## src/rtl/axis_width_downsizer.sv

```systemverilog
// ---------------------------------------------------------------------------
// axis_width_downsizer
//
// Splits each IN_W-bit AXI-Stream word into R = IN_W/OUT_W narrower beats.
// Full ready/valid handshaking is provided on both sides. Back-to-back words
// stream with no bubble, because the next word is accepted during the cycle
// that moves the last slice out.
//
// Optional feature macro: AXIS_DWN_TLAST_EN
//   defined   : m_axis_tlast marks every PKT_BEATS-th output beat.
//   undefined : m_axis_tlast is tied to 0 and no packet counter is built.
//
// Ports
//   pl_clk        in   clock, rising edge
//   rst           in   asynchronous reset, active low
//   msb_first     in   slice order, latched with each accepted input word
//                      (0 = bits [OUT_W-1:0] are sent first)
//   s_axis_tdata  in   IN_W input word
//   s_axis_tvalid in   input valid
//   s_axis_tready out  input ready (combinational from m_axis_tready and rst)
//   m_axis_tdata  out  OUT_W output beat (registered)
//   m_axis_tvalid out  output valid (registered)
//   m_axis_tready in   output ready
//   m_axis_tlast  out  last beat of a packet (registered, or tied to 0)
// ---------------------------------------------------------------------------
module axis_width_downsizer #(
   parameter int IN_W      = 128,
   parameter int OUT_W     = 32,
   parameter int PKT_BEATS = 256
) (
   input  logic             pl_clk,
   input  logic             rst,
   input  logic             msb_first,
   input  logic [IN_W-1:0]  s_axis_tdata,
   input  logic             s_axis_tvalid,
   output logic             s_axis_tready,
   output logic [OUT_W-1:0] m_axis_tdata,
   output logic             m_axis_tvalid,
   input  logic             m_axis_tready,
   output logic             m_axis_tlast
);

   localparam int R  = IN_W / OUT_W;
   localparam int IW = (R > 1) ? $clog2(R) : 1;

   generate
      if ((IN_W % OUT_W) != 0 || R < 2) begin : g_bad_width
         $error("axis_width_downsizer: IN_W must be a multiple of OUT_W with IN_W/OUT_W >= 2");
      end
      if (PKT_BEATS < 1) begin : g_bad_pkt
         $error("axis_width_downsizer: PKT_BEATS must be >= 1");
      end
   endgenerate

   typedef enum logic {IDLE, SEND} state_e;

   state_e              state_q, state_d;
   logic [IN_W-1:0]     buf_q, buf_d;
   logic [IW-1:0]       idx_q, idx_d;
   logic                ord_q, ord_d;
   logic [OUT_W-1:0]    tdata_q, tdata_d;

   logic                last_slice;
   logic                in_xfer, out_xfer;
   logic                load, advance;

   // Next word viewed as R slices; the slice to present is picked from the
   // *next* buf/ord/idx so the registered output already holds it.
   logic [R-1:0][OUT_W-1:0] nxt_slices;
   logic [IW-1:0]           nxt_k;

   assign last_slice    = (idx_q == IW'(R-1));
   assign out_xfer      = (state_q == SEND) & m_axis_tready;

   // Ready is high when idle, or when the final slice leaves this cycle so
   // the next word can slot in without a bubble. Held low during reset.
   assign s_axis_tready = rst & ((state_q == IDLE) |
                                 ((state_q == SEND) & last_slice & m_axis_tready));
   assign in_xfer       = s_axis_tvalid & s_axis_tready;

   always_comb begin
      state_d = state_q;
      buf_d   = buf_q;
      idx_d   = idx_q;
      ord_d   = ord_q;
      load    = 1'b0;
      advance = 1'b0;
      case (state_q)
         IDLE: begin
            if (in_xfer) load = 1'b1;
         end
         SEND: begin
            if (out_xfer) begin
               if (!last_slice) begin
                  idx_d   = idx_q + IW'(1);
                  advance = 1'b1;
               end else if (in_xfer) begin
                  load = 1'b1;
               end else begin
                  state_d = IDLE;
               end
            end
         end
         default: state_d = IDLE;
      endcase
      if (load) begin
         buf_d   = s_axis_tdata;
         ord_d   = msb_first;
         idx_d   = '0;
         state_d = SEND;
      end
   end

   assign nxt_slices = buf_d;
   assign nxt_k      = ord_d ? (IW'(R-1) - idx_d) : idx_d;

   always_comb begin
      tdata_d = tdata_q;
      if (load || advance) tdata_d = nxt_slices[nxt_k];
   end

   always_ff @(posedge pl_clk or negedge rst) begin
      if (!rst) begin
         state_q <= IDLE;
         buf_q   <= '0;
         idx_q   <= '0;
         ord_q   <= 1'b0;
         tdata_q <= '0;
      end else begin
         state_q <= state_d;
         buf_q   <= buf_d;
         idx_q   <= idx_d;
         ord_q   <= ord_d;
         tdata_q <= tdata_d;
      end
   end

   assign m_axis_tvalid = (state_q == SEND);
   assign m_axis_tdata  = tdata_q;

`ifdef AXIS_DWN_TLAST_EN
   localparam int PW = (PKT_BEATS > 1) ? $clog2(PKT_BEATS) : 1;

   logic [PW-1:0] pkt_cnt_q, pkt_cnt_d;
   logic          tlast_q, tlast_d;

   // Counts output beats independent of word boundaries, so packets may
   // end mid-word when PKT_BEATS is not a multiple of R.
   always_comb begin
      pkt_cnt_d = pkt_cnt_q;
      if (out_xfer) begin
         if (pkt_cnt_q == PW'(PKT_BEATS-1)) pkt_cnt_d = '0;
         else                               pkt_cnt_d = pkt_cnt_q + PW'(1);
      end
      tlast_d = (state_d == SEND) & (pkt_cnt_d == PW'(PKT_BEATS-1));
   end

   always_ff @(posedge pl_clk or negedge rst) begin
      if (!rst) begin
         pkt_cnt_q <= '0;
         tlast_q   <= 1'b0;
      end else begin
         pkt_cnt_q <= pkt_cnt_d;
         tlast_q   <= tlast_d;
      end
   end

   assign m_axis_tlast = tlast_q;
`else
   assign m_axis_tlast = 1'b0;
`endif

endmodule
```

## config.mk

```make
export PLATFORM = sky130hd
export DESIGN_NAME = axis_width_downsizer
export DESIGN_NICKNAME = d
export VERILOG_FILES = /design/src/rtl/axis_width_downsizer.sv
export SDC_FILE = /design/constraint.sdc
export NUM_CORES = 1
export LEC_CHECK = 0
export ABC_AREA = 1
export CELL_PAD_IN_SITES_DETAIL_PLACEMENT = 0
export CELL_PAD_IN_SITES_GLOBAL_PLACEMENT = 1
export CORE_MARGIN = 4
export CORE_UTILIZATION = 45
export DETAILED_ROUTE_END_ITERATION = 10
export DONT_BUFFER_PORTS = 1
export PLACE_DENSITY_LB_ADDON = 0.25
export SETUP_SLACK_MARGIN = 0.5
export SYNTH_ARGS = -nofsm -noshare
export SYNTH_HDL_FRONTEND = slang
export SYNTH_SLANG_ARGS = --single-unit
```

## constraint.sdc

```tcl
create_clock -name pl_clk -period 2.45 [get_ports pl_clk]
set_input_delay 0.6125 -clock pl_clk [delete_from_list [all_inputs] [get_ports pl_clk]]
set_output_delay 0.6125 -clock pl_clk [all_outputs]
set_load 0.01 [all_outputs]
```

Yosys cells after proc, flatten, opt, wreduce, memory -nomap -nowiden

Index checks and enable logic that the tools add are counted.

Register bits after elaboration: 164
Latch bits: 0
Bits in writable memories: 0
Bits in read-only memories: 0
Input bits: 133
Output and inout port bits: 35
Word-level logic and storage cells: 37
Memories: 0

Add/subtract/negate cells: 2
Multiply operators: 0
Divide/modulo/power cells: 0
$lt $le $gt $ge: 1
Eq/ne operators: 1
Shift-type cells: 0
Mux-type cells: 20
Bitwise logic cells: 7
Reduce and logical (&&, ||, !) cells: 1

Operator list:

| operator            | number |
|---|---|
| $mux 128            | 1 |
| $bmux 32 s2         | 1 |
| $mux 32             | 1 |
| $mux 1              | 11 |
| $mux 2              | 5 |
| $and 1x1->1         | 5 |
| $lt 2x3->1 const B  | 1 |
| $add 2x1->2 const B | 1 |
| $eq 2x2->1 const B  | 1 |
| $pmux 1 s2          | 1 |
| $sub 2x2->2 const A | 1 |
| $logic_or 1x1->1    | 1 |
| $not 1->1           | 1 |
| $or 1x1->1          | 1 |

Logic depth before layout (Yosys ltp)

Gate-level depths: netlist (run 1).

Depth after elaboration: 15
Gate-level depth with buffers: 13

Worst setup path after synthesis (run 1)

Ideal clock, no wire load.

Path kind: input-to-reg
Start: input port m_axis_tready
End: register tdata_q[12] (netlist: m_axis_tdata[12])
Setup time: 117 ps
Arrival time: 1736 ps
Required time: 2333 ps
Slack: 597 ps
Cell stages on the path: 12
Path buffers: 3
Cells stage by stage: nand3_1 -> nand2_2 -> nand3_4 -> buf_6 -> buf_6 -> buf_4 -> o21ai_1 -> nand2_1 -> nand3_1 -> nand2_1 -> nand2_1 -> nand2_1

Longest elaborated chain between the ends: 13

RTL lines:

| what                          | line   | source |
|---|---|---|
| from (decl)                   | 39     | `input logic m_axis_tready,` |
| $and 1x1->1                   | 78     | `((state_q == SEND) & last_slice & m_axis_tready));` |
| $or 1x1->1                    | 77     | `assign s_axis_tready = rst & ((state_q == IDLE) \|` |
| $and 1x1->1                   | 77     |  |
| $and 1x1->1                   | 79     | `assign in_xfer = s_axis_tvalid & s_axis_tready;` |
| $mux 1                        | 90, 97 |  |
| $mux 1                        | 94     | `if (!last_slice) begin` |
| $mux 1                        | 93     | `if (out_xfer) begin` |
| $pmux 1 s2                    | 88     | `case (state_q)` |
| $mux 2                        | 106    | `if (load) begin` |
| $sub 2x2->2                   | 115    | `assign nxt_k = ord_d ? (IW'(R-1) - idx_d) : idx_d;` |
| $mux 2                        | 115    |  |
| $bmux 32 s2                   | 119    | `if (load \|\| advance) tdata_d = nxt_slices[nxt_k];` |
| $mux 32 (not written as such) | 119    |  |
| to (signal assigned)          | 134    | `tdata_q <= tdata_d;` |
| to (decl)                     | 61     | `logic [OUT_W-1:0] tdata_q, tdata_d;` |

Parallel ways exist; a longest one is shown, timed or not. The select of a mux whose other input is x is not followed.
A chain may end at the register's enable or synchronous reset.

Worst setup path after layout (run 1)

Start: register idx_q[1]
End: register tdata_q[21] (netlist: m_axis_tdata[21])

Longest elaborated chain between the ends: 15

RTL lines:

| what                          | line   | source |
|---|---|---|
| from (decl)                   | 59     | `logic [IW-1:0] idx_q, idx_d;` |
| from (signal assigned)        | 132    | `idx_q <= idx_d;` |
| $eq 2x2->1                    | 72     | `assign last_slice = (idx_q == IW'(R-1));` |
| $and 1x1->1 (2 in a row)      | 78     |  |
| $or 1x1->1                    | 77     |  |
| $and 1x1->1                   | 77     |  |
| $and 1x1->1                   | 79     |  |
| $mux 1                        | 90, 97 |  |
| $mux 1                        | 94     |  |
| $mux 1                        | 93     |  |
| $pmux 1 s2                    | 88     |  |
| $mux 2                        | 106    |  |
| $sub 2x2->2                   | 115    |  |
| $mux 2                        | 115    |  |
| $bmux 32 s2                   | 119    |  |
| $mux 32 (not written as such) | 119    |  |

Parallel ways exist; a longest one is shown, timed or not. The select of a mux whose other input is x is not followed.

==> reports/metrics.yaml, run 1 <==
worstPathArrival_ps: 2250
core_area_um2: 17480
antenna_found_initial: 0
cp_data_required_time_ps: 2770
crit_buf_inv: 2
synth_nets: 1221
p_sw_frac: 0.4224
drive_gt1_frac: 0.1067
grt_max_degree: 170
critical_path.top_delay_family: "simple AND/OR/NAND/NOR gates"
clkPwrFrac: 0.175
ir_drop_mv: 0.7858
grt-ovfl-total: 0
worstPathMaxFanout: 43
n_fill_cell: 1663
drc_errors: 0
io_buffers: 0
violations: "hold timing"
via_count: 6539
hpwlAfterDp_um: 13680
slowest_stage: "dfrtp_1"
firstDrtPassIters: 5
ios: 168
maxSlewViolCount: 0
outcome: "finished, violations left"
area.growth.synth_to_final_pct: 18.37
yosys.area.top_type: "dfrtp_1"
cts_buffers: 17
period_share: 0.7878
final_antenna_net_count: 0
dieArea_um2: 20260
synthesis.area_um2: 8120
root_buffer: "clkbuf_16"
nets: 1235
avgSynthCellArea_um2: 7.464
grt_pass1_wl_um: 33840
grt_usage: 0.2135
clkTransAtPathRegs_ps: 70
p_seq_frac: 0.299
critPathLaunchType: "flip-flop"
dieHeight_um: 142.3
whs_ps: -117.6
switchingPower_uw: 6748
start_util: 0.4646
leakagePower_uw: 0.005317
synth_seq_area_share: 0.5054
rsz0062_at_grt: "true"
crit_top_cell: "nand2_1"
rows: 48
min_path_type: "in -> async"
viasPerCell: 4.880
yosysUniqueCellTypes: 21
hold_viol: 164
htree_levels: 4
routed_wl_um: 23370
setup_violations: 0
cts_sinks: 164
p_int_uw: 9229
worstSetupPathType: "reg -> reg"
die_w_um: 142.3
ys_ff_latch: 164
fin_skew_ps: 7.827
grt_pass1_vias: 6158
drt_iter0_drc: 515
drv_cap: 0
yosysWarnings: 0
gp_congestion: 0.7711
tns_ps: 0
powerDensity_nw_per_um2: 1662
routedWlPerCell_um: 17.44
crit_path_max_incr_delay_ps: 410
clock_latency_ps: 430
synth_top_area_frac: 0.5054
cts_tree: "done"
pwr-share-comb: 0.526
max_freq_mhz: 518.1
crit_chain: "nand3_2, nand2_4, nand3_4, buf_12, buf_16, o21ai_1, nand3_1, nand3_1, nand2_1, nand2_1, nand2_1"
synth_area_leaders: "dfrtp_1 (51%), nand2_1 (16%), inv_1 (12%), nand3_1 (8.2%), o21ai_1 (6.0%)"
period_needed_ps: 1930
antenna_cells: 0
clockBufferDepth: 2
netlist_instances: 1088
crit_path_end_kind: "flip-flop"
==> cell usage in the layout, fill, tap and decap left out <==
cell / synthesis / routed
clkbuf_16: 0 / 27
inv_2: 2 / 1
dfrtp_1: 164 / 163
nand3_4: 1 / 2
nand3_2: 1 / 6
nor2_1: 2 / 2
clkinv_2: 0 / 2
buf_4: 10 / 22
buf_12: 0 / 9
o21ai_0: 25 / 11
inv_1: 253 / 252
nand2_1: 337 / 334
nand2_8: 0 / 3
inv_4: 0 / 1
clkbuf_1: 16 / 1
o21ai_2: 3 / 13
buf_8: 0 / 1
bufbuf_16: 0 / 1
buf_16: 0 / 4
clkinvlp_4: 0 / 2
o21ai_1: 98 / 102
a21boi_2: 0 / 1
nand3_1: 133 / 128
conb_1: 1 / 1
nand2_2: 5 / 4
buf_6: 14 / 5
dfrtp_2: 0 / 1
clkinv_4: 0 / 3
bufinv_16: 0 / 3
nand4_1: 2 / 2
clkbuf_8: 0 / 3
inv_6: 0 / 1
nand2_4: 1 / 3
clkinv_8: 0 / 1
==> registers in the layout (all words and copies together) (netlist names) <==
| signal | cells |
|---|---|
| buf_q | 128 |
| m_axis_tdata | 32 |
| idx_q | 2 |
| m_axis_tvalid | 1 |
| ord_q | 1 |
==> synth_stat cells <==
library cell and number:
a21boi_1 1, buf_1 2, buf_2 17, buf_4 10
buf_6 14, clkbuf_1 16, conb_1 1, dfrtp_1 164
inv_1 253, inv_2 2, nand2_1 337, nand2_2 5
nand2_4 1, nand3_1 133, nand3_2 1, nand3_4 1
nand4_1 2, nor2_1 2, o21ai_0 25, o21ai_1 98
o21ai_2 3
==> through the flow <==
step                cell area (µm²)    util  instances  worst slack (ps)  power [µW]
floorplan                      8120       -       1088             597.5        9687
global placement               8339  0.4772       1282             336.5       11290
detailed placement             8339  0.4772       1282             311.8       11440
CTS                            9079  0.5195       1320             511.4       14580
global route                   9612  0.5500       1340             403.2       17320
finish                         9612  0.5500       1340             519.8       15980
==> final timing paths <==
check                                 from          endpoint  slack (ps)  cells after the start
max                               idx_q[1]  m_axis_tdata[21]         520                     11
min                                    rst         buf_q[94]        -120                      0
max reg2reg                       idx_q[1]  m_axis_tdata[21]         520                     11
min reg2reg                      buf_q[94]         buf_q[94]         480                      2
max in group asynchronous              rst         buf_q[24]        2260                      0
min in group pl_clk        s_axis_tdata[1]          buf_q[1]         310                      2
==> layer usage <==
metal / part of all wire / vias to the layer above / global-route usage
met3: 0.085 / 32 / 0.07258
met2: 0.46 / 191 / 0.3170
met5: 0 / - / 0
met1: 0.44 / 3022 / 0.2998
li1: - / 3294 / -
met4: 0.018 / 0 / 0.06103
==> cell families (layout without fill, tap and decap cells) <==
| kind of cell | count (synthesis) | after routing | share of synthesized area |
|---|---|---|---|
| buffers and inverters | 314 | 339 | 0.1653 |
| AOI/OAI and AO/OA | 127 | 127 | 0.07997 |
| and+or+nand+nor | 482 | 484 | 0.2488 |
| other | 1 | 1 | 0.0004618 |
| DFF | 164 | 164 | 0.5054 |
==> final cells by class <==
type	instances	area [µm²]	share of cell area
clock buffer	21	470.5	0.04895
sequential	164	4105	0.4271
timing repair buffer	52	809.5	0.08422
tap	225	281.5	0.02929
inverter	255	972.2	0.1011
clock inverter	11	150.1	0.01562
multi-input combinational	612	2823	0.2937
==> power groups by stage <==
stage | Sequential, µW | Combinational, µW | Clock, µW
floorplan | 4630 | 5060 | 0
finish | 4770 | 8400 | 2800
CTS | 4780 | 6940 | 2860
global route | 4920 | 9420 | 2990
global placement | 4780 | 6520 | 0
detailed placement | 4830 | 6610 | 0
==> repair_timing <==
| action | CTS | global route |
|---|---|---|
| endpoints found under the setup margin | 20 | 33 |
| buffers inserted | 3 | 7 |
| hold endpoints to repair | 164 | 164 |
| pin swaps | 2 | 8 |
| cloned | 3 | 13 |
| resized for setup | 9 | 55 |
(Power assumes the default switching activity.)
==> run 2, diff against run 1 <==
- CORE_UTILIZATION: 45 -> 41
- clock period: 2.45 -> 1.5 ns (I/O delays scaled with it)
==> reports/metrics.yaml, run 2 (synthesis gave the netlist of run 1 again) <==
routed_wl_um: 26080  # +12%
rsz0062_at_grt: "true"
final_cell_mix: "nand2_1 (271), inv_1 (237), dfrtp_1 (155), nand3_1 (103)"
place_area_um2: 8880  # +6.5%
final_core_util: 0.5999  # +0.04997
antenna_found_initial: 0  # unchanged
dieArea_um2: 22120  # +9.2%
maxSlewViolCount: 0  # unchanged
cp_data_required_time_ps: 1820  # -950 ps
largest_reg_flops: 128  # unchanged
tns_ps: -21840  # -21840 ps
clockBufferDepth: 2  # unchanged
hold_viol: 164  # unchanged
outcome: "finished, violations left"
final_antenna_net_count: 0  # unchanged
violations: "hold timing, setup timing"
p_int_uw: 17080  # +85%
total_power_uw: 29750  # +86%
top_register: "buf_q"
grt_pass1_vias: 6401  # +3.9%
ir_drop_mv: 1.620  # +110%
worstPathMaxFanout: 8  # -81%
cts_sinks: 164  # unchanged
io_buffers: 0  # unchanged
powerDensity_nw_per_um2: 2548  # +53%
worstSetupPathType: "reg -> reg"
min_path_type: "in -> async"
final_common_cell: "nand2_1"
drc_errors: 0  # unchanged
clkPwrFrac: 0.142  # -0.033
crit_path_start: "idx_q[0]"
core_area_um2: 19460  # +11%
r2r_cells: 12  # +1
crit_path_end_kind: "flip-flop"
routedWlPerCell_um: 18.09  # +3.7%
max_freq_mhz: 508.9  # -1.8%
drt_iter0_drc: 295  # -43%
rows: 51  # +6.3%
ios: 168  # unchanged
crit-reg2reg-launch: "idx_q[0]"
root_buffer: "clkbuf_16"
clkTransAtPathRegs_ps: 70  # about the same
p_sw_frac: 0.4259  # +0.003533
layout_setup_ws_ps: -465.1  # -985.0 ps
period_share: 1.310  # +0.5223
switchingPower_uw: 12670  # +88%
grt_max_degree: 169  # -0.59%
critPathLaunchType: "flip-flop"
grt_pass1_wl_um: 35670  # +5.4%
setup_violations: 126  # +126
p_seq_frac: 0.262  # -0.037
clock_latency_ps: 420  # about the same
leakagePower_uw: 0.006127  # +15%
grt-ovfl-total: 0  # unchanged
antenna_cells: 0  # unchanged
cts_tree: "done"
hpwlAfterDp_um: 14970  # +9.4%
nets: 1298  # +5.1%
worstPathArrival_ps: 2280  # +30 ps
grt_usage: 0.2102  # -0.003373
drive_gt1_frac: 0.3364  # +0.2297
dieHeight_um: 148.7  # +4.5%
start_util: 0.4172  # -0.04740
firstDrtPassIters: 4  # -1
die_w_um: 148.7  # +4.5%
htree_levels: 4  # unchanged
viasPerCell: 4.870  # -0.21%
via_count: 7022  # +7.4%
gp_congestion: 0.8164  # +5.9%
fin_skew_ps: 10.74  # +2.912 ps
pwr-share-comb: 0.596  # +0.070
area.growth.synth_to_final_pct: 43.79
whs_ps: -360.3  # -242.7 ps
drv_cap: 0  # unchanged
stdcell_area_um2: 11680  # +21%
cts_buffers: 17  # unchanged
period_needed_ps: 1965  # +34.95 ps
[run 2: worst paths after layout]
check                                   end  slack (ps)
setup / recovery           m_axis_tdata[25]        -470
hold / removal                   buf_q[113]        -360
setup reg to reg           m_axis_tdata[25]        -470
hold reg to reg                   buf_q[30]         500
max in group asynchronous  m_axis_tdata[31]        1620
min in group pl_clk               buf_q[88]          60
[run 2: final cells by class]
cell class,count,area (µm²)
inverters,255,962.2
well taps,265,331.6
clock inverters,8,76.32
clock buffers,23,488.0
fillers,1732,7786
multi-input cells,610,4030
flip-flops and latches,164,4115
repair buffers,117,1673
[run 2: power groups by stage]
stage | clock (µW) | sequential, µW | combinational, µW
finish | 4230 | 7800 | 17700
global route | 4520 | 8030 | 19500
CTS | 4300 | 7780 | 14000
detailed placement | 0 | 7850 | 12200
global placement | 0 | 7800 | 12100
floorplan | 0 | 7570 | 8460
[run 2: critical path, stage by stage, from the launching register on]
cell and delay [ps]:
dfrtp_1 390, nand3_2 100, nand2_2 110, nand3_4 150
buf_8 190, buf_12 160, clkbuf_16 180, o21ai_4 140
nand3_1 170, nand3_2 110, nand2_1 50, nand2_1 50
nand2_1 50
[run 2: layer usage]
layer | share of wire | wire, µm | vias to the layer above | track usage
li1 | - | - | 3417 | -
met1 | 0.44 | 11380 | 3360 | 0.2888
met2 | 0.46 | 12130 | 203 | 0.3196
met3 | 0.077 | 2002 | 42 | 0.07050
met4 | 0.022 | 567 | 0 | 0.05995
met5 | 0 | 0 | - | 0
[run 2: what timing repair did]
action,in CTS,in global routing
setup buffers,3,11
hold endpoints to repair,164,164
endpoints found under the setup margin,198,198
pin swaps,6,23
gates cloned,4,20
gates resized for setup,84,287
[run 2: stage by stage]
stage / hold WS (ps) / setup slack, ps / instances
6_report: -360.3 / -465.1 / 1442
5_1_grt: -380.6 / -576.8 / 1442
4_1_cts: -368.8 / -355.3 / 1411
3_5_place_dp: 85.19 / -361.2 / 1373
3_3_place_gp: 87.54 / -342.7 / 1373
2_1_floorplan: 79.41 / -109.8 / 1088
==> run 3, diff against run 2 <==
- CORE_UTILIZATION: 41 -> 45
- REMOVE_ABC_BUFFERS: unset -> 1
- clock period: 1.5 -> 2.27 ns (I/O delays scaled with it)
==> reports/metrics.yaml, run 3 (synthesis gave the netlist of run 1 again) <==
outcome: "finished, violations left"
violations: "hold timing"
setup_violations: 0  # -100%
cts_buffers: 17  # unchanged
total_power_uw: 18040  # -39%
dp.cells: 1308  # -4.7%
hpwlAfterDp_um: 12430  # -17%
grt_util_met2: 0.3481  # +0.02846
busiest_layer: "met2"
dieHeight_um: 142.3  # -4.3%
via_count: 6649  # -5.3%
htree_levels: 4  # unchanged
drt_iter0_drc: 413  # +40%
die_w_um: 142.3  # -4.3%
worst-slew-pin-transition_ps: 509.9
max_freq_mhz: 511.5  # +0.52%
rsz0062_at_grt: "true"
slowest_stage: "dfrtp_1"
final_cell_mix: "nand2_1 (330), inv_1 (253), dfrtp_1 (163), nand3_1 (130), o21ai_1 (88)"
n_fill_cell: 1616  # -6.7%
rows: 48  # -5.9%
cts_sinks: 164  # unchanged
fin_skew_ps: 8.757  # -1.982 ps
min_path_type: "in -> async"
nets: 1273  # -1.9%
area.growth.synth_to_final_pct: 24.22
crit_chain: "nand3_2, nand2_4, nand3_4, buf_6, nand2_4, nand3_4, nand2_4, clkbuf_16, nand2_1, nand3_1, nand2_1, nand2_1, nand2_1"
routedWlPerCell_um: 17.02  # -5.9%
critical_path.top_delay_family: "simple AND/OR/NAND/NOR gates"
cp_data_required_time_ps: 2580  # +760 ps
final_common_cell: "nand2_1"
io_buffers: 0  # unchanged
globalRouteMet1Util: 0.2913  # +0.002526
leakagePower_uw: 0.005578  # -9.0%
grt_max_degree: 169  # unchanged
crit_top_cell: "nand2_1"
grt_util_met3: 0.07292  # +0.002421
ir_drop_mv: 0.8324  # -49%
powerDensity_nw_per_um2: 1788  # -30%
crit_buf_inv: 2  # -1
final_antenna_net_count: 0  # unchanged
drive_gt1_frac: 0.1506  # -0.1859
start_util: 0.4646  # +0.04740
largest_reg_flops: 128  # unchanged
routed_wl_um: 23390  # -10%
critPathLaunchType: "flip-flop"
antenna_cells: 0  # unchanged
root_buffer: "clkbuf_16"
grt_pass1_vias: 6314  # -1.4%
drv_cap: 0  # unchanged
period_share: 0.8612  # -0.4489
period_needed_ps: 1955  # -10.18 ps
firstDrtPassIters: 4  # unchanged
grt_usage: 0.2194  # +0.009215
hold_viol: 164  # unchanged
worstPathMaxFanout: 5  # -3
dieArea_um2: 20260  # -8.4%
clockBufferDepth: 2  # unchanged
grt-ovfl-total: 0  # unchanged
crit_path_end_kind: "flip-flop"
whs_ps: -161.1  # +199.2 ps
crit_path_max_incr_delay_ps: 420  # +30 ps
instances_no_fill: 1374  # -4.7%
clock_latency_ps: 420  # about the same
top_register: "buf_q"
viasPerCell: 4.839  # -0.63%
clkTransAtPathRegs_ps: 60  # about the same
ios: 168  # unchanged
worstPathArrival_ps: 2270  # about the same
grt_pass1_wl_um: 34490  # -3.3%
cts_tree: "done"
maxSlewViolCount: 0  # unchanged
worstSetupPathType: "reg -> reg"
core_area_um2: 17480  # -10%
antenna_found_initial: 0  # unchanged
gp_congestion: 0.7282  # -11%
slew_headroom: 0.6601
drc_errors: 0  # unchanged
## run 3: power by group
group          internal, µW  switching (µW)
Clock                  1730            1170
Sequential             4420             709
Combinational          4500            5500
## run 3: per-layer routing
metal	vias up	part of all wire	wire length, µm
met2	173	0.48	11330
met3	13	0.079	1841
li1	3375	-	-
met4	0	0.0069	161
met5	-	0	0
met1	3088	0.43	10050
## run 3: metrics by stage
stage	setup WS (ps)	util	TNS [ps]	area [µm²]
floorplan	-2218	-	-154580	7735
global placement	136.6	0.4906	0	8574
finish	315.0	0.5772	0	10090
CTS	368.3	0.5583	0	9757
detailed placement	128.0	0.4906	0	8574
global route	170.7	0.5772	0	10090
## run 3: layout make-up
type | instances | area (µm²) | area share
Clock inverter | 10 | 135.1 | 0.01340
Inverter | 255 | 967.2 | 0.09588
Timing Repair Buffer | 91 | 1262 | 0.1252
Tap cell | 225 | 281.5 | 0.02791
Sequential cell | 164 | 4105 | 0.4070
Clock buffer | 18 | 439.2 | 0.04354
Multi-Input combinational cell | 611 | 2897 | 0.2871
## run 3: worst paths after layout
path | start | end | slack [ps] | cells past startpoint
worst max-delay path | idx_q[0] | m_axis_tdata[15] | 320 | 13
worst min-delay path | rst | buf_q[100] | -160 | 0
worst max register to register | idx_q[0] | m_axis_tdata[15] | 320 | 13
worst min register to register | buf_q[30] | buf_q[30] | 480 | 2
max in group asynchronous | rst | buf_q[116] | 2080 | 0
min in group pl_clk | s_axis_tdata[76] | buf_q[76] | 270 | 2
## run 3: worst register-to-register path: stages (launching register included)
cell	delay, ps
dfrtp_1	420
nand3_2	120
nand2_4	110
nand3_4	120
buf_6	140
nand2_4	80
nand3_4	160
nand2_4	220
clkbuf_16	190
nand2_1	50
nand3_1	70
nand2_1	50
nand2_1	50
nand2_1	50
## run 3: timing repair
action,in CTS,in global routing
pin swaps,5,11
hold endpoints to repair,164,164
endpoints found under the setup margin,33,50
buffers inserted,14,4
cloned,9,11
gates resized for setup,77,21
